## src/rtl/axi_read_responder.sv

```systemverilog
// axi_read_responder
//   Responder (slave) end of the ICacheAxi read channel. Accepts one AR request
//   at a time and returns an AXI R burst of (len+1) beats. The beats are read
//   from a synchronous single-port word memory with a one-cycle read latency.
//
// Ports
//   clk, rst        clock, asynchronous active-low reset
//   ar_*            read address channel (valid/ready/id/addr/len/size/burst)
//   r_*             read data channel (valid/ready/id/data/resp/last)
//   mem_en          memory read strobe
//   mem_addr        memory word index
//   mem_rdata       memory read data, valid the cycle after mem_en
//
// Configuration macro
//   AXI_RESP_ERR_EN  when defined, a burst whose start word index lies beyond
//                    MEM_DEPTH, or whose ar_burst is 2'b11, returns SLVERR with
//                    zero data on every beat and never strobes the memory.
//                    When undefined, r_resp is always OKAY, the word index wraps
//                    modulo MEM_DEPTH and burst type 2'b11 behaves as INCR.
module axi_read_responder #(
  parameter int unsigned ADDR_WIDTH = 32,
  parameter int unsigned DATA_WIDTH = 64,
  parameter int unsigned ID_WIDTH   = 4,
  parameter int unsigned MEM_DEPTH  = 4096
) (
  input  logic                         clk,
  input  logic                         rst,
  input  logic                         ar_valid,
  output logic                         ar_ready,
  input  logic [ID_WIDTH-1:0]          ar_id,
  input  logic [ADDR_WIDTH-1:0]        ar_addr,
  input  logic [7:0]                   ar_len,
  input  logic [2:0]                   ar_size,
  input  logic [1:0]                   ar_burst,
  output logic                         r_valid,
  input  logic                         r_ready,
  output logic [ID_WIDTH-1:0]          r_id,
  output logic [DATA_WIDTH-1:0]        r_data,
  output logic [1:0]                   r_resp,
  output logic                         r_last,
  output logic                         mem_en,
  output logic [$clog2(MEM_DEPTH)-1:0] mem_addr,
  input  logic [DATA_WIDTH-1:0]        mem_rdata
);

  localparam int unsigned OFFW = $clog2(DATA_WIDTH / 8);
  localparam int unsigned IDXW = $clog2(MEM_DEPTH);

  typedef logic [ADDR_WIDTH-1:0] addr_t;

  typedef enum logic {
    ST_IDLE,
    ST_BURST
  } state_t;

  state_t                r_state;
  state_t                w_state_next;

  // Latched request
  logic [ID_WIDTH-1:0]   r_id_q;
  addr_t                 r_addr;
  logic [7:0]            r_len;
  logic [2:0]            r_size;
  logic [1:0]            r_burst;
`ifdef AXI_RESP_ERR_EN
  logic                  r_err;
`endif

  // Issue / beat counters
  logic [8:0]            r_icnt;
  logic [7:0]            r_bcnt;

  // One read in flight (issued last cycle) plus 2-entry skid buffer
  logic                  r_inflight;
  logic [DATA_WIDTH-1:0] r_buf [2];
  logic                  r_wr;
  logic                  r_rd;
  logic [1:0]            r_cnt;

  logic                  w_valid;
  logic                  w_last;
  logic                  w_pop;
  logic                  w_pop_buf;
  logic                  w_push;
  logic                  w_issue;
  logic                  w_accept;
  logic [DATA_WIDTH-1:0] w_in_data;
  logic [2:0]            w_occ;

  addr_t                 w_step;
  addr_t                 w_addr_inc;
  addr_t                 w_wrap_bytes;
  addr_t                 w_wrap_mask;
  addr_t                 w_addr_next;

  // Next beat address: FIXED holds, INCR steps by 2^size, WRAP keeps the
  // upper bits of the (len+1)*2^size aligned window and wraps the low bits.
  always_comb begin
    w_step       = addr_t'(1) << r_size;
    w_addr_inc   = r_addr + w_step;
    w_wrap_bytes = (addr_t'(r_len) + addr_t'(1)) << r_size;
    w_wrap_mask  = w_wrap_bytes - addr_t'(1);
    case (r_burst)
      2'b00:   w_addr_next = r_addr;
      2'b10:   w_addr_next = (r_addr & ~w_wrap_mask) | (w_addr_inc & w_wrap_mask);
      default: w_addr_next = w_addr_inc;
    endcase
  end

  always_ff @(posedge clk or negedge rst) begin
    if (!rst) r_state <= ST_IDLE;
    else      r_state <= w_state_next;
  end

  // The head beat comes straight from the memory output while the skid
  // buffer is empty, giving r_valid two cycles after the AR handshake and
  // one beat per cycle; stalled beats are parked in the buffer.
  always_comb begin
    w_state_next = r_state;
    w_accept     = 1'b0;
    w_issue      = 1'b0;
    w_occ        = {1'b0, r_cnt} + {2'b00, r_inflight};
    w_valid      = (r_cnt != 2'd0) || r_inflight;
    w_last       = w_valid && (r_bcnt == r_len);
    w_pop        = w_valid && r_ready;
    w_pop_buf    = w_pop && (r_cnt != 2'd0);
    w_push       = r_inflight && !(w_pop && (r_cnt == 2'd0));
    ar_ready     = 1'b0;
    case (r_state)
      ST_IDLE: begin
        ar_ready = 1'b1;
        if (ar_valid) begin
          w_accept     = 1'b1;
          w_state_next = ST_BURST;
        end
      end
      ST_BURST: begin
        w_issue = (r_icnt <= {1'b0, r_len}) && (w_occ < 3'd2);
        if (w_pop && w_last) w_state_next = ST_IDLE;
      end
      default: w_state_next = ST_IDLE;
    endcase
`ifdef AXI_RESP_ERR_EN
    w_in_data = r_err ? '0 : mem_rdata;
    mem_en    = w_issue && !r_err;
    r_resp    = (w_valid && r_err) ? 2'b10 : 2'b00;
`else
    w_in_data = mem_rdata;
    mem_en    = w_issue;
    r_resp    = 2'b00;
`endif
    r_valid  = w_valid;
    r_last   = w_last;
    r_id     = r_id_q;
    r_data   = '0;
    if (w_valid) r_data = (r_cnt != 2'd0) ? r_buf[r_rd] : w_in_data;
    mem_addr = r_addr[OFFW +: IDXW];
  end

  always_ff @(posedge clk or negedge rst) begin
    if (!rst) begin
      r_id_q     <= '0;
      r_addr     <= '0;
      r_len      <= '0;
      r_size     <= '0;
      r_burst    <= '0;
`ifdef AXI_RESP_ERR_EN
      r_err      <= 1'b0;
`endif
      r_icnt     <= '0;
      r_bcnt     <= '0;
      r_inflight <= 1'b0;
      r_buf[0]   <= '0;
      r_buf[1]   <= '0;
      r_wr       <= 1'b0;
      r_rd       <= 1'b0;
      r_cnt      <= '0;
    end else begin
      if (w_accept) begin
        r_id_q  <= ar_id;
        r_addr  <= ar_addr;
        r_len   <= ar_len;
        r_size  <= ar_size;
        r_burst <= ar_burst;
`ifdef AXI_RESP_ERR_EN
        r_err   <= (ar_burst == 2'b11) || ((ar_addr >> (OFFW + IDXW)) != '0);
`endif
        r_icnt  <= '0;
        r_bcnt  <= '0;
      end
      if (w_issue) begin
        r_addr <= w_addr_next;
        r_icnt <= r_icnt + 9'd1;
      end
      r_inflight <= w_issue;
      if (w_push) begin
        r_buf[r_wr] <= w_in_data;
        r_wr        <= ~r_wr;
      end
      if (w_pop_buf) r_rd <= ~r_rd;
      r_cnt <= r_cnt + {1'b0, w_push} - {1'b0, w_pop_buf};
      if (w_pop) r_bcnt <= r_bcnt + 8'd1;
    end
  end

endmodule

```

## config.mk

```make
export PLATFORM = sky130hd
export DESIGN_NAME = axi_read_responder
export DESIGN_NICKNAME = d
export VERILOG_FILES = /design/src/rtl/axi_read_responder.sv
export SDC_FILE = /design/constraint.sdc
export NUM_CORES = 1
export LEC_CHECK = 0
export ABC_CLOCK_PERIOD_IN_PS = 4600
export CAP_MARGIN = 20
export CORE_MARGIN = 10
export CORE_UTILIZATION = 55
export CTS_BUF_LIST = sky130_fd_sc_hd__clkbuf_2 sky130_fd_sc_hd__clkbuf_4 sky130_fd_sc_hd__clkbuf_8
export CTS_CLUSTER_DIAMETER = 200
export CTS_CLUSTER_SIZE = 8
export DETAILED_ROUTE_END_ITERATION = 10
export DONT_BUFFER_PORTS = 1
export GPL_TIMING_DRIVEN = 1
export PLACE_DENSITY = 0.67
export SLEW_MARGIN = 10
export SYNTH_ARGS = -nofsm -noshare
export SYNTH_HDL_FRONTEND = slang
export SYNTH_SLANG_ARGS = --single-unit
```

## constraint.sdc

```tcl
create_clock -name clk -period 4.6 [get_ports clk]
set_input_delay 0.69 -clock clk [delete_from_list [all_inputs] [get_ports clk]]
set_output_delay 0.69 -clock clk [all_outputs]
set_load 0.02 [all_outputs]
```

**After elaboration in Yosys (flattened, before gate mapping)**

Index checks and enable logic that the tools add are counted.

- Register bits after elaboration: 200
- Bits of input ports: 117
- Output and inout bits: 86
- Word-level logic and storage cells: 78

- Add/subtract/negate cells: 8
- Magnitude comparators: 5
- Eq/ne operators: 3
- Shift operators: 2
- Multiplexer cells: 21
- Bitwise gates (word level): 9
- Reductions and logical operators: 16

Operators with widths:

| kind | count |
|---|---|
| 64-bit 2-to-1 mux | 6 |
| 128-bit bitwise mux | 1 |
| 32-bit AND | 2 |
| 64-bit demux with 1-bit select | 1 |
| 32-bit 2-to-1 mux | 2 |
| 32-bit case mux with 2 select lines | 1 |
| 32-bit adder | 1 |
| 32-bit NOT | 1 |
| 32-bit bitwise OR | 1 |
| 1-bit by 3-bit left shift with 32-bit output, first input constant | 1 |
| 9-bit by 3-bit left shift with 32-bit output | 1 |
| 32-bit by 1-bit subtractor with 32-bit output, second input constant | 1 |
| 9-bit 2-to-1 mux | 2 |
| 8-bit 2-to-1 mux | 2 |
| 8-bit by 1-bit adder with 9-bit output, second input constant | 1 |
| 9-bit by 1-bit adder with 9-bit output, second input constant | 1 |
| 9-bit by 8-bit <= comparator with 1-bit output | 1 |
| 8-bit by 1-bit adder with 8-bit output, second input constant | 1 |
| 8-bit equality test | 1 |
| 1-bit logical AND | 8 |
| 2-bit nonzero test | 3 |
| 1-bit 2-to-1 mux | 5 |
| 2-bit greater-or-equal comparator, second input constant | 2 |
| 2-bit logical NOT | 2 |
| other kinds (13) | 16 |

**Longest topological paths before layout**

- Word-level depth: 8
- Depth in mapped cells: 15
- Mapped depth without buffers: 13

**Least setup slack after synthesis**

Ideal clock, no wire load.

- Path type: flip-flop to flip-flop
- Start point: reg r_size[2]
- End point: reg (tool-made name)
- Setup time: 129 ps
- Arrival: 3,090 ps
- Data required time: 4,471 ps
- Setup slack: 1,381 ps
- Stages on the path, launching flop included: 16
- Path buffers: 3
- Period minus slack after synthesis: 3,219 ps
- Cells stage by stage: dfrtp_1 -> clkbuf_1 -> buf_1 -> buf_1 -> nor2_1 -> ha_1 -> fa_1 -> a21oi_1 -> o21bai_1 -> a21oi_1 -> o21ai_0 -> o211ai_1 -> nor3_1 -> xnor2_1 -> a2111oi_2 -> nor2b_1

RTL lines:

| what | RTL line | source |
|---|---|---|
| start, declared | 63 | `logic [2:0] r_size;` |
| start signal, assigned | 183 | `r_size <= ar_size;` |

**Worst setup path after layout**

- Start point: reg r_len[1]
- End point: out mem_en

- Longest elaborated chain between the ends: 3

Ends and longest elaborated chain:

| what | RTL line | source |
|---|---|---|
| start, declared | 62 | `logic [7:0] r_len;` |
| start signal, assigned | 182 | `r_len <= ar_len;` |
| 9-bit by 8-bit <= comparator with 1-bit output | 138 | `w_issue = (r_icnt <= {1'b0, r_len}) && (w_occ < 3'd2);` |
| 1-bit logical AND | 138 |  |
| 1-bit 2-to-1 mux | 129 | `case (r_state)` |
| end, declared | 41 | `output logic mem_en,` |

No other way between the ends.

==> run_results.csv <==
group,metric,value,unit
outcome,outcome,"finished with violations",
outcome,violations,"negative hold slack",
cells_and_area,fill_cells,1666,
die,initial_utilization,0.566,
yosys,synth_area_leader_cell,"dfrtp_1",
routing,drt-pass1-iter-count,5,
routing,route.detailed.drc,0,
yosys,synth_cells,1060,
cells_and_area,drive_gt1_frac,0.201,
clock_network,cts.clk_slew.worst_paths,0.11,ns
critical_path,crit_slowest_cell,"dfrtp_1",
critical_path,crit_end,"mem_en",
timing,worst_slew_margin_rel,0.253,
timing,worst_slew_pin_slew,1.12,ns
timing,rsz0062_at_grt,"false",
timing,hold_violations,138,
cells_and_area,syn_to_final_growth,4.38,%
timing,slew_viol_final,0,
yosys,synthTopCellsByCount,"dfrtp_1, mux2_2, o21ai_0",
die,rows,50,
timing,period_share,0.907,
clock_network,cts_buffers,17,
grt,grt_pass1_vias,7650,
grt,grtUsageTotal,0.196,
critical_path,r2r_setup_slack,0.97,ns
die,die_area,0.0254,mm²
timing,min_period,4.17,ns
yosys,yosysWarnings,0,
routing,post_drt_wl_per_cell,19.6,µm
power_and_ir_drop,ir_drop,428,µV
run,drv_cap,0,
critical_path,crit_required,3.91,ns
timing,setup_violations,0,
critical_path,path_max_fanout,36,
grt,overflow,0,
yosys,synth_seq_cells,183,
placement,gp_congestion,0.849,
timing,finClkSkew,0.0218,ns
yosys,yosysSeqAreaShare,0.428,
critical_path,setup.worst_path.start,"r_len[1]",
yosys,netlist_area,0.0107,mm²
yosys,async_reset_ff_frac,1.00,
timing,whs,-0.104,ns
routing,final_antenna_net_count,0,
critical_path,cp_data_arrival_time,3.48,ns
die,coreArea,0.0189,mm²
die,ios,203,
clock_network,clock_latency,0.47,ns
clock_network,clockBufferDepth,2,
critical_path,endpoint_kind,"primary output",
cells_and_area,nNetsFinal,1150,
critical_path,path_cells,"inv_1 -> ha_1 -> nor2b_1 -> o211ai_1 -> a31oi_1 -> o211a_1 -> or2_2 -> clkinv_1 -> buf_4",
clock_network,h-tree-depth,4,
yosys,yosysUniqueCellTypes,78,
routing,via_count,7764,
critical_path,critical_path_class,"flop to primary output",
power_and_ir_drop,leakage,0.00471,µW
placement,dp_hpwl,17300,µm
placement,io_buffers,0,
yosys,synth.most_common_cell,"dfrtp_1",
clock_network,cts_tree,"built",
critical_path,reg2reg_from,"r_len[1]",
grt,grt_max_degree,184,
critical_path,slowest_delay,0.59,ns
routing,drt_wl_total,25100,µm
critical_path,r2r_cells,10,
yosys,synth_ff_type,"dfrtp_1",
clock_network,cts-root-buf,"clkbuf_8",
critical_path,start_kind,"flop",
routing,via_per_inst,6.05,
die,die_w,159,µm
yosys,syn_avg_cell_area,10.1,µm²
yosys,synth_top_area_share,0.428,
routing,first_iter_violations,546,
yosys,synth-edff-count,0,
cells_and_area,diodes,0,
clock_network,cts_resized,0,
yosys,synthTopCellsByArea,"dfrtp_1, mux2_2, mux2i_1",
cells_and_area,fin_util,0.591,
clock_network,cts_setup_buffers,0,
die,fp.dieH,159,µm
timing,max_clock_freq,240,MHz
power_and_ir_drop,power.density,801,mW/mm²
worst_hold_path,min_path_type,"input port to async pin",
grt,antenna_found_initial,0,
clock_network,cts_sinks,183,
grt,grt_pass1_wl,41600,µm
timing,fin_setup_tns,0,ns
## worst min path at each step
| stage | to | start | cells past startpoint | slack (ns) |
|---|---|---|---|---|
| 3_3_place_gp | async pin | rst | 0 | 0.40 |
| 4_1_cts | async pin | rst | 0 | -0.13 |
| 6_report | async pin | rst | 0 | -0.10 |
| 5_1_grt | async pin | rst | 0 | -0.15 |
| 2_1_floorplan | async pin | rst | 0 | 0.39 |
| 3_5_place_dp | async pin | rst | 0 | 0.40 |
## critical path, delay by kind of cell (launching register included)
family	cells	cell delay, ns
AO/OA/AOI/OAI	3	0.43
adder cells (fa/ha/maj)	1	0.32
buffers and inverters	3	0.96
flip-flops	1	0.59
AND/OR/NAND/NOR	2	0.71
## state kept, by name, summed over array words and instances, names as in the netlist, named ones only
signal      cells
r_buf         128
r_icnt          9
r_bcnt          8
r_len           8
r_id            4
r_size          3
r_burst         2
r_cnt           2
r_inflight      1
r_rd            1
r_state         1
r_wr            1
## metal layers
metal,share of wire,vias to the layer above,GRT usage
met3,0.083,36,0.0718
met5,0,-,0
met1,0.44,3774,0.257
met2,0.46,220,0.298
li1,-,3734,-
met4,0.018,0,0.0564
## cell type report
cell class	count	area, µm²	area share
multi-input combinational	772	5640	0.506
sequential	183	4580	0.411
tap	260	325	0.0292
clock buffer	18	241	0.0216
clock inverter	14	178	0.0159
timing repair buffer	14	105	0.00942
inverter	22	82.6	0.00740
## power breakdown
group	switching, µW	internal [µW]
sequential	831	2370
clock	665	470
combinational	2740	1860
total	4230	4700
## logic make-up (layout without fill, tap and decap cells)
group           Yosys count  after routing  synth area share
compound gates          222            222             0.128
xor+xnor                 32             32            0.0269
fa+ha+maj                23             23            0.0276
buf+inv                 106             68            0.0471
flops                   183            183             0.428
mux                     202            202             0.206
other cells               1              2          0.000351
simple gates            291            291             0.136
## through the flow
stage               total power, µW  area, µm²  setup WS [ns]  hold WS, ns  cells
detailed placement             7850      10700          0.917        0.402   1251
global route                   9660      11200         0.0581       -0.147   1283
floorplan                      6990      10700           1.38        0.394   1061
global placement               7740      10700          0.946        0.401   1251
finish                         8930      11200          0.428       -0.104   1283
CTS                            9010      11200          0.362       -0.133   1283
## placed cells by master, fill, tap and decap left out, types with 4 or more instances in the layout
master and n:
a21oi_1 26, a31oi_1 10, and2_1 5, and3_1 9, buf_4 14, clkbuf_8 17, dfrtp_1 181, ha_1 22
inv_1 20, inv_8 5, mux2_2 132, mux2i_1 68, nand2_1 85, nand2b_1 7, nand3_1 80, nand4_1 9
nor2_1 43, nor2b_1 8, nor3_1 7, nor4_1 7, o211ai_1 8, o21ai_0 124, o21bai_1 4, o31ai_1 6
or3_1 5, xnor2_1 16, xor2_1 15
Power figures use the tool's default switching activity.
